File: config.mk
export PLATFORM = sky130hd
export DESIGN_NAME = uart_tx_core
export DESIGN_NICKNAME = d
export VERILOG_FILES = /design/src/rtl/uart_pkg.sv /design/src/rtl/uart_tx_baud_counter.sv /design/src/rtl/uart_tx_core.sv
export SDC_FILE = /design/constraint.sdc
export NUM_CORES = 1
export LEC_CHECK = 0
export ABC_CLOCK_PERIOD_IN_PS = 5400
export BUFFER_PORTS_ARGS = -buffer_cell sky130_fd_sc_hd__buf_2
export CORE_UTILIZATION = 30
export CTS_CLUSTER_DIAMETER = 80
export CTS_CLUSTER_SIZE = 28
export DETAILED_ROUTE_END_ITERATION = 7
export MAX_ROUTING_LAYER = met4
export SYNTH_ARGS = -nofsm -noshare
export SYNTH_HDL_FRONTEND = slang
export SYNTH_SLANG_ARGS = --single-unit
File: constraint.sdc
create_clock -name clk -period 5.4 [get_ports clk]
set_clock_uncertainty 0.15 [all_clocks]
set_input_delay 0.54 -clock clk [delete_from_list [all_inputs] [get_ports clk]]
set_output_delay 0.54 -clock clk [all_outputs]
set_load 0.02 [all_outputs]
File: src/rtl/uart_pkg.sv
// Shared constants for the UART transmit path: state encodings, parity types, widths.
package uart_pkg;

  localparam int unsigned DATA_WIDTH_DEF = 8;
  localparam int unsigned PRESC_W        = 6;

  localparam logic [2:0] ST_IDLE   = 3'd0;
  localparam logic [2:0] ST_START  = 3'd1;
  localparam logic [2:0] ST_DATA   = 3'd2;
  localparam logic [2:0] ST_PARITY = 3'd3;
  localparam logic [2:0] ST_STOP   = 3'd4;

  localparam logic PAR_EVEN = 1'b0;
  localparam logic PAR_ODD  = 1'b1;

endpackage

File: src/rtl/uart_tx_baud_counter.sv
// Per-bit edge counter: counts 0..prescale-1 while enabled and pulses bit_done_c on the last edge.
module uart_tx_baud_counter
  import uart_pkg::*;
(
  input  logic               clk,
  input  logic               reset,
  input  logic               enable,
  input  logic [PRESC_W-1:0] prescale,
  output logic [PRESC_W-1:0] edge_cnt,
  output logic               bit_done_c
);

  logic [PRESC_W-1:0] last_edge;

  // Prescale of 0 behaves as 1, so the terminal count never underflows
  assign last_edge  = (prescale == '0) ? '0 : prescale - PRESC_W'(1);
  assign bit_done_c = enable && (edge_cnt == last_edge);

  always_ff @(posedge clk or posedge reset) begin
    if (reset) begin
      edge_cnt <= '0;
    end else if (!enable || bit_done_c) begin
      edge_cnt <= '0;
    end else begin
      edge_cnt <= edge_cnt + PRESC_W'(1);
    end
  end

endmodule

File: src/rtl/uart_tx_core.sv
// UART transmitter: start bit, LSB-first data, optional parity, stop bit; each bit lasts Prescale clocks.
module uart_tx_core
  import uart_pkg::*;
#(
  parameter int unsigned DATA_WIDTH = DATA_WIDTH_DEF
) (
  input  logic                  clk,
  input  logic                  reset,
  input  logic [DATA_WIDTH-1:0] P_DATA,
  input  logic                  Data_Valid,
  input  logic                  PAR_EN,
  input  logic                  PAR_TYP,
  input  logic [PRESC_W-1:0]    Prescale,
  output logic                  TX_OUT,
  output logic                  Busy
);

  localparam int unsigned BIT_W = (DATA_WIDTH > 1) ? $clog2(DATA_WIDTH) : 1;
  localparam logic [BIT_W-1:0] LAST_BIT = BIT_W'(DATA_WIDTH - 1);

  logic [2:0]            state, state_nx;
  logic [BIT_W-1:0]      bit_cnt, bit_nx;
  logic [DATA_WIDTH-1:0] data_lat;
  logic                  par_en_lat;
  logic                  par_bit;
  logic [PRESC_W-1:0]    presc_lat;
  logic                  tx_nx;
  logic                  busy_nx;
  logic                  accept;
  logic [PRESC_W-1:0]    edge_cnt;
  logic                  bit_done_c;

  assign accept = (state == ST_IDLE) && Data_Valid;

  uart_tx_baud_counter u_baud (
    .clk        (clk),
    .reset      (reset),
    .enable     (state != ST_IDLE),
    .prescale   (presc_lat),
    .edge_cnt   (edge_cnt),
    .bit_done_c (bit_done_c)
  );

  // Frame sequencing; TX_OUT and Busy are derived from the next state so both stay registered
  always_comb begin
    state_nx = state;
    bit_nx   = bit_cnt;
    tx_nx    = 1'b1;
    busy_nx  = 1'b0;
    case (state)
      ST_IDLE: begin
        if (Data_Valid) begin
          state_nx = ST_START;
          bit_nx   = '0;
        end
      end
      ST_START: begin
        if (bit_done_c) begin
          state_nx = ST_DATA;
          bit_nx   = '0;
        end
      end
      ST_DATA: begin
        if (bit_done_c) begin
          if (bit_cnt == LAST_BIT) begin
            state_nx = par_en_lat ? ST_PARITY : ST_STOP;
          end else begin
            bit_nx = bit_cnt + BIT_W'(1);
          end
        end
      end
      ST_PARITY: if (bit_done_c) state_nx = ST_STOP;
      ST_STOP:   if (bit_done_c) state_nx = ST_IDLE;
      default:   state_nx = ST_IDLE;
    endcase

    case (state_nx)
      ST_START:  tx_nx = 1'b0;
      ST_DATA:   tx_nx = data_lat[bit_nx];
      ST_PARITY: tx_nx = par_bit;
      default:   tx_nx = 1'b1;
    endcase
    busy_nx = (state_nx != ST_IDLE);
  end

  always_ff @(posedge clk or posedge reset) begin
    if (reset) begin
      state   <= ST_IDLE;
      bit_cnt <= '0;
      TX_OUT  <= 1'b1;
      Busy    <= 1'b0;
    end else begin
      state   <= state_nx;
      bit_cnt <= bit_nx;
      TX_OUT  <= tx_nx;
      Busy    <= busy_nx;
    end
  end

  // Frame parameters are frozen at acceptance so mid-frame input changes are ignored
  always_ff @(posedge clk or posedge reset) begin
    if (reset) begin
      data_lat   <= '0;
      par_en_lat <= 1'b0;
      par_bit    <= 1'b0;
      presc_lat  <= '0;
    end else if (accept) begin
      data_lat   <= P_DATA;
      par_en_lat <= PAR_EN;
      par_bit    <= (PAR_TYP == PAR_ODD) ? ~^P_DATA : ^P_DATA;
      presc_lat  <= Prescale;
    end
  end

  // The edge count never passes the latched prescale
  a_edge_bound: assert property (@(posedge clk) disable iff (reset)
    (edge_cnt == '0) || (edge_cnt < presc_lat));

endmodule

# Word level (Yosys, flattened, before mapping)
# Index checks and enable logic that the tools add are counted.
# word_totals
output_inout_bits,2
regBits,30
# classes
add_sub_neg,3
muxes,19
n_eq_ne,9
magnitude_cmp,1
n_reduce_logical,10
# ops
operator,n
$mux W3,11
$pmux W3 S5,1
$eq A3 B2 Y1 const B,4
$mux W6,2
$pmux W3 S3,1
$reduce_xnor A8 Y1,1
$reduce_xor A8 Y1,1
$add A6 B1 Y6 const B,1
$eq A3 B1 Y1 const B,2
$eq A3 B3 Y1 const B,2
$eq A6 B6 Y1,1
$logic_not A6 Y1,1
$reduce_bool A3 Y1,2
$sub A6 B1 Y6 const B,1
$lt A3 B4 Y1 const B,1
$add A3 B1 Y3 const B,1
$bmux W1 S3,1
$logic_not A3 Y1,1
$pmux W1 S3,1
$logic_and A1 B1 Y1,2
$mux W1,2
$logic_not A1 Y1,1
$logic_or A1 B1 Y1,1

# Logic depth before layout (Yosys ltp)
# Gate-level depths: netlist of the first run.
# logic_depth
ltp_word,9
mapped_depth,13
depth_no_buf,12

# By module
# From an unflattened synthesis of the first run, not the netlist that was laid out.
# unflattened
hier_cells,168
area_unflattened_um2,1818.0
# by_module_without_submodules
mod,instances,cells_each,seq_area_each_um2,area_per_inst_um2
uart_tx_core,1,107,601.8,1268.7
uart_tx_baud_counter,1,61,150.1,549.3

# Worst setup path before layout of the first run
# Ideal clock, no wire load.
# synth_path
path_kind,reg-to-reg
start,register presc_lat[0]
end,register TX_OUT
path_buffers,0
path_stages_with_launch,12
t_required_ns,5.164
setup_slack_ns,1.989
t_arrival_ns,3.175
setup_time_ns,0.086
cell_sequence,dfrtp_1 inv_1 ha_1 nor3b_1 a2111o_1 a222oi_1 nand3_2 nor3_1 a2bb2oi_2 mux2_2 a211o_1 o31ai_2
# synth_between
elab_chain_cells,9
word_cells_on_any_way,19
classes_between,add/sub: 1; eq/ne: 4; mux: 12; reduce/logical: 2
# synth_rtl
item,line,text
from (decl),uart_tx_core.sv:26,logic [PRESC_W-1:0] presc_lat;
from (signal assigned),uart_tx_core.sv:111,presc_lat <= Prescale;
$sub A6 B1 Y6 / $logic_not A6 Y1 (equally long branches),uart_tx_baud_counter.sv:16,assign last_edge = (prescale == '0) ? '0 : prescale - PRESC_W'(1);
$mux W6 *,uart_tx_baud_counter.sv:16,
$eq A6 B6 Y1 *,uart_tx_baud_counter.sv:17,assign bit_done_c = enable && (edge_cnt == last_edge);
$logic_and A1 B1 Y1 *,uart_tx_baud_counter.sv:17,
$mux W3 (on tied branches),"uart_tx_core.sv:64, uart_tx_core.sv:58",
$pmux W3 S3 *,uart_tx_core.sv:50,case (state)
named net bit_nx[0],uart_tx_core.sv:22,"logic [BIT_W-1:0] bit_cnt, bit_nx;"
$bmux W1 S3 *,uart_tx_core.sv:79,ST_DATA: tx_nx = data_lat[bit_nx];
$mux W1 (implied by the code) *,uart_tx_core.sv:79,
$pmux W1 S3 *,uart_tx_core.sv:77,case (state_nx)
named net tx_nx,uart_tx_core.sv:27,logic tx_nx;
to (signal assigned),uart_tx_core.sv:95,TX_OUT <= tx_nx;
to (decl),uart_tx_core.sv:14,"output logic TX_OUT,"
# Mark *: on every way through the listed nets, which the timed path passes. The rest lies on a longest branch. The select of a mux whose other input is x is not followed.
# A chain may end at the register's enable or synchronous reset.

# Worst setup path after layout of the first run
# Same ends and word-level chain as after synthesis.

==> results.py, run 1 <==
metrics = {
    "run_status": {
        "outcome": "finished, final reports clean",
    },
    "layout": {
        "drive_gt1_frac": 0.255,
        "fin_nets": 237,
        "fin_area_mm2": 0.00213,
        "mostFrequentLayoutCells": "dfrtp_1, buf_2, nor2_1",
        "area_growth_pct": 13.5,
        "final_common_cell": "dfrtp_1",
        "diodes": 0,
    },
    "pwr": {
        "p_total_w": 0.00109,
        "leakage_nw": 0.911,
        "power.density_mw_per_mm2": 514,
        "peakVddDrop_v": 0.000241,
    },
    "global_route": {
        "grt_pass1_vias": 1439,
        "grt_max_degree": 31,
        "antenna_found_initial": 0,
        "grt_usage": 0.138,
        "overflow": 0,
        "grt_pass1_wl_um": 6630,
    },
    "drt": {
        "drc": 0,
        "via_per_inst": 5.06,
        "drtAntennaViolNets": 0,
        "num_vias": 1472,
        "drt-initial-drc-count": 84,
        "routedWlPerCell_um": 13.2,
        "drtPass1Iterations": 4,
        "wirelength_um": 3850,
    },
    "critical_path": {
        "crit_fanout": 9,
        "worstPathArrival_ns": 3.77,
        "setup.worst_path.end_class": "flip-flop",
        "critPathLaunchType": "flip-flop",
        "crit_chain": "inv_1 -> ha_1 -> nor3b_1 -> a2111o_1 -> a222oi_1 -> nand3_2 -> nor3_1 -> a2bb2oi_2 -> mux2_2 -> a211o_1 -> o31ai_2",
        "crit_path_max_incr_delay_ns": 0.43,
        "path_class": "flip-flop to flip-flop",
        "crit_buf_inv": 1,
        "worstPathRequired_ns": 5.44,
        "rrSetupSlack_ns": 1.68,
        "r2r-start": "presc_lat[0]",
        "critPathTopFamily": "compound AO/OA/AOI/OAI gates",
        "slowest_stage": "a2111o_1",
        "critPathLaunch": "presc_lat[0]",
    },
    "yosys": {
        "synth_compound_area_frac": 0.153,
        "synthCells": 195,
        "synth_warnings": 0,
        "ys_seq_elements": 30,
        "synth_area_mm2": 0.00188,
        "synth_edf_count": 0,
        "ys_types": 53,
        "synth_top_family_by_area": "simple AND/OR/NAND/NOR gates",
        "synth_top_flop_cell": "dfrtp_1",
        "synthSimpleGateAreaFrac": 0.204,
        "synth_xor_area_frac": 0.0794,
        "syn_area_per_cell_um2": 9.62,
        "synthAdderAreaFrac": 0.0200,
        "synth.area.mux_share": 0.102,
        "synthArstFlopShare": 1.00,
        "synth.net_count": 217,
        "yosysSeqAreaShare": 0.401,
    },
    "floorplanning": {
        "ios": 21,
        "initial_core_util": 0.313,
        "fp.dieH_um": 81.1,
        "rows": 28,
        "die_w_um": 81.1,
        "dieArea_mm2": 0.00657,
        "core-area_mm2": 0.00599,
    },
    "sta": {
        "fmax_mhz": 269,
        "fin_tns_setup_ns": 0,
        "rsz0062_at_grt": "no",
        "fin_crit_ns": 3.72,
        "hold_viol_final": 0,
        "setup_violations": 0,
        "drv_slew": 0,
        "slew_headroom": 0.452,
        "worstMarginPinSlew_ns": 0.820,
        "fin_crit_sh": 0.689,
    },
    "clocking": {
        "post_cts_buffers": 0,
        "htreeDepth": 2,
        "path_clk_slew_ns": 0.07,
        "cts_hold_buf": 0,
        "clk_latency_ns": 0.29,
        "cts_sinks": 30,
        "cts_tree": "built",
        "cts_resized": 0,
        "ctsLongestPathBuffers": 2,
        "cts_root_buf": "clkbuf_8",
        "cts-buffers-inserted": 5,
    },
    "placed_design": {
        "dpl_cell_area_mm2": 0.00204,
        "gp_congestion": 0.836,
        "place_hpwl_um": 2900,
        "io_buffer_count": 20,
    },
    "worst_hold_path": {
        "worstHoldPathType": "input port to asynchronous set/reset pin",
    },
    "run": {
        "cap_violations": 0,
    },
}
-- Yosys cell counts, types with 2 or more instances --
master | number | area [µm²]
a211oi_1 | 4 | 30.0
a21oi_1 | 6 | 30.0
and2_1 | 2 | 12.5
buf_4 | 2 | 15.0
clkbuf_1 | 4 | 15.0
dfrtp_1 | 29 | 726
ha_1 | 3 | 37.5
inv_1 | 10 | 37.5
mux2_2 | 17 | 191
nand2_1 | 18 | 67.6
nand2b_1 | 3 | 18.8
nand3_1 | 6 | 30.0
nand4_1 | 2 | 12.5
nor2_1 | 19 | 71.3
nor3_1 | 6 | 30.0
nor3b_1 | 3 | 22.5
nor4b_1 | 2 | 17.5
o211ai_1 | 2 | 15.0
o21ai_0 | 6 | 30.0
o31ai_1 | 3 | 22.5
xnor2_1 | 13 | 114
xor2_1 | 4 | 35.0
-- state kept, by name (all words and copies together), names as in the netlist --
register,flops
par_bit,1
Busy,1
state,3
data_lat,8
bit_cnt,3
u_baud.edge_cnt,6
presc_lat,6
par_en_lat,1
TX_OUT,1
-- report_power, final --
part | total (W) | leakage, nW | switching, W | internal (W)
registers | 0.000432 | 0.366 | 0.000112 | 0.000320
logic | 0.000476 | 0.496 | 0.000246 | 0.000230
clock network | 0.000187 | 0.0482 | 0.0000839 | 0.000103
-- layer usage --
metal / up-vias / GRT usage / part of all wire
met5: - / - / 0
met4: 0 / 0.0679 / 0.027
met3: 9 / 0.0292 / 0.036
met2: 37 / 0.216 / 0.44
met1: 682 / 0.168 / 0.50
li1: 744 / - / -
-- path summary, 6_finish.rpt --
| kind | end | cells after the start |
|---|---|---|
| worst max-delay path | TX_OUT | 11 |
| worst min-delay path | presc_lat[0] | 3 |
| worst max register to register | TX_OUT | 11 |
| worst min register to register | par_bit | 2 |
| max in group asynchronous | TX_OUT | 3 |
| min in group clk | presc_lat[0] | 2 |
-- worst min-delay path, stage by stage --
cell and delay, ns:
buf_2 0.09, inv_1 0.04, buf_4 0.34
-- metrics by stage --
| stage | worst slack (ns) | utilization | hold WS, ns | cells |
|---|---|---|---|---|
| global placement | 1.76 | 0.340 | 0.342 | 283 |
| finish | 1.68 | 0.355 | 0.167 | 291 |
| floorplan | 1.99 | - | 0.300 | 195 |
| CTS | 1.68 | 0.355 | 0.185 | 291 |
| global route | 1.39 | 0.355 | 0.211 | 291 |
| detailed placement | 1.71 | 0.340 | 0.331 | 283 |
-- cells by family (layout without fill, tap and decap cells) --
family / after synthesis / after routing
buffers and inverters: 18 / 39
multiplexers: 17 / 17
flip-flops: 30 / 30
AO/OA/AOI/OAI: 37 / 37
adder cells (fa/ha/maj): 3 / 3
AND/OR/NAND/NOR: 73 / 73
XOR/XNOR: 17 / 17
-- final cells by class --
class / count / area [µm²]
fill: 607 / 3860
clock buffer: 7 / 86.3
multi-input combinational: 147 / 1050
sequential: 30 / 752
clock inverter: 1 / 5.00
timing repair buffer: 21 / 108
inverter: 10 / 37.5
tap: 75 / 93.8
Note: power is estimated with default switching activity, not from simulation.
==> inputs of run 2 (changes only) <==
--- a/config.mk
+++ b/config.mk
@@ -5,7 +5,7 @@
 export SDC_FILE = /design/constraint.sdc
 export NUM_CORES = 1
 export LEC_CHECK = 0
-export ABC_CLOCK_PERIOD_IN_PS = 5400
+export ABC_CLOCK_PERIOD_IN_PS = 3900
 export BUFFER_PORTS_ARGS = -buffer_cell sky130_fd_sc_hd__buf_2
 export CORE_UTILIZATION = 30
 export CTS_CLUSTER_DIAMETER = 80
==> constraint.sdc (replaced) <==
create_clock -name clk -period 3.9 [get_ports clk]
set_clock_uncertainty 0.15 [all_clocks]
set_input_delay 0.39 -clock clk [delete_from_list [all_inputs] [get_ports clk]]
set_output_delay 0.39 -clock clk [all_outputs]
set_load 0.02 [all_outputs]
==> run 2 against run 1 <==
Worst setup slack worse by 1.4 ns. Sequential power is 40% higher. Via count is 2.2% higher. Sequential share of layout area is 0.45 points lower. Routed wire length is 1.7% higher. Register-to-register slack worse by 1.4 ns. Non-clock buffer count is 3 higher. Power is 40% higher.
==> results.py, run 2 (synthesis gave the netlist of run 1 again) <==
metrics = {
    "run_status": {
        "outcome": "finished, final reports clean",
    },
    "clocking": {
        "cts_resized": 0,
        "cts_tree": "built",
        "ctsLongestPathBuffers": 2,
        "cts_sinks": 30,
        "htreeDepth": 2,
        "cts-buffers-inserted": 5,
        "path_clk_slew_ns": 0.06,
        "cts_root_buf": "clkbuf_8",
        "cts_hold_buf": 0,
        "clk_latency_ns": 0.28,
        "post_cts_buffers": 0,
    },
    "global_route": {
        "grt_pass1_vias": 1459,
        "antenna_found_initial": 0,
        "grt_pass1_wl_um": 6780,
        "grt_usage": 0.142,
        "grt_max_degree": 31,
        "overflow": 0,
    },
    "run": {
        "cap_violations": 0,
    },
    "drt": {
        "routedWlPerCell_um": 13.3,
        "num_vias": 1504,
        "drt-initial-drc-count": 104,
        "drtAntennaViolNets": 0,
        "wirelength_um": 3910,
        "drc": 0,
        "via_per_inst": 5.12,
        "drtPass1Iterations": 4,
    },
    "critical_path": {
        "rr_endpoint": "TX_OUT",
        "critPathLaunchType": "flip-flop",
        "r2r.worst_path.cells": 9,
        "worstPathArrival_ns": 3.62,
        "worstPathRequired_ns": 3.94,
        "rrSetupSlack_ns": 0.32,
        "r2r-start": "presc_lat[2]",
        "setup.worst_path.end_class": "flip-flop",
        "crit_fanout": 6,
        "path_class": "flip-flop to flip-flop",
    },
    "sta": {
        "slew_headroom": 0.728,
        "fin_crit_sh": 0.917,
        "fin_tns_setup_ns": 0,
        "drv_slew": 0,
        "hold_viol_final": 0,
        "fmax_mhz": 280,
        "worstMarginPinSlew_ns": 0.398,
        "setup_violations": 0,
        "fin_crit_ns": 3.58,
        "holdWs_ns": 0.0237,
        "rsz0062_at_grt": "no",
    },
    "pwr": {
        "p_total_w": 0.00154,
        "power.density_mw_per_mm2": 713,
        "peakVddDrop_v": 0.000385,
        "leakage_nw": 0.926,
    },
    "layout": {
        "fin_nets": 240,
        "largestRegisters": "data_lat x8, presc_lat x6, u_baud.edge_cnt x6",
        "area_growth_pct": 15.0,
        "drive_gt1_frac": 0.269,
        "seq_area_um2": 752,
        "top_register": "data_lat",
        "mostFrequentLayoutCells": "dfrtp_1, buf_2, nor2_1",
        "diodes": 0,
        "multiInputGateArea_mm2": 0.00105,
        "largest_reg_flops": 8,
        "fillCellCount": 601,
        "final_common_cell": "dfrtp_1",
    },
    "floorplanning": {
        "fp.dieH_um": 81.1,
        "dieArea_mm2": 0.00657,
        "rows": 28,
        "die_w_um": 81.1,
        "core-area_mm2": 0.00599,
        "initial_core_util": 0.313,
        "ios": 21,
    },
    "placed_design": {
        "gp_congestion": 0.835,
        "io_buffer_count": 20,
        "place_hpwl_um": 2970,
    },
    "worst_hold_path": {
        "worstHoldPathType": "input port to asynchronous set/reset pin",
    },
}
-- run 2: cell types whose count changed in the layout (fill, tap and decap cells not counted) --
cell	previous run	this run
buf_4	1	4
nor3b_1	3	2
nor3b_2	1	2
-- run 2: stage by stage --
step	std cells	setup WS, ns	utilization	instance area, µm²
2_1_floorplan	195	0.489	-	1880
3_3_place_gp	286	0.407	0.344	2060
3_5_place_dp	286	0.326	0.344	2060
4_1_cts	294	0.301	0.359	2150
5_1_grt	294	0.0624	0.360	2160
6_report	294	0.325	0.360	2160
-- run 2: per-layer routing --
| metal | share of wire | global-route usage | wire, µm |
|---|---|---|---|
| met5 | 0 | - | 0 |
| met2 | 0.45 | 0.218 | 1760 |
| met1 | 0.49 | 0.183 | 1930 |
| met3 | 0.036 | 0.0247 | 139 |
| met4 | 0.020 | 0.0589 | 77 |
-- run 2: final cells by class --
class | instances | area share
sequential | 30 | 0.349
clock buffer | 7 | 0.0400
inverter | 10 | 0.0174
timing repair buffer | 24 | 0.0603
tap | 75 | 0.0435
multi-input combinational | 147 | 0.488
clock inverter | 1 | 0.00232
-- run 2: worst max path at each step --
stage,startpoint,end,depth (start not counted)
finish,presc_lat[2],TX_OUT,9
detailed placement,presc_lat[0],TX_OUT,11
global route,presc_lat[0],TX_OUT,12
floorplan,presc_lat[0],TX_OUT,11
CTS,presc_lat[0],TX_OUT,11
global placement,presc_lat[0],TX_OUT,11
-- run 2: worst max-delay path: stages (launching register included) --
cell and delay [ns]:
dfrtp_1 0.45, or4_4 0.58, or3b_1 0.38, a222oi_1 0.38
nand3_2 0.12, nor3_1 0.25, a2bb2oi_2 0.29, mux2_2 0.37
a211o_1 0.31, o31ai_2 0.21
-- run 2: power breakdown --
group / leakage (nW) / internal (W) / switching (W) / total [W]
combinational: 0.511 / 0.000331 / 0.000350 / 0.000681
clock: 0.0482 / 0.000142 / 0.000109 / 0.000251
sequential: 0.366 / 0.000444 / 0.000161 / 0.000605
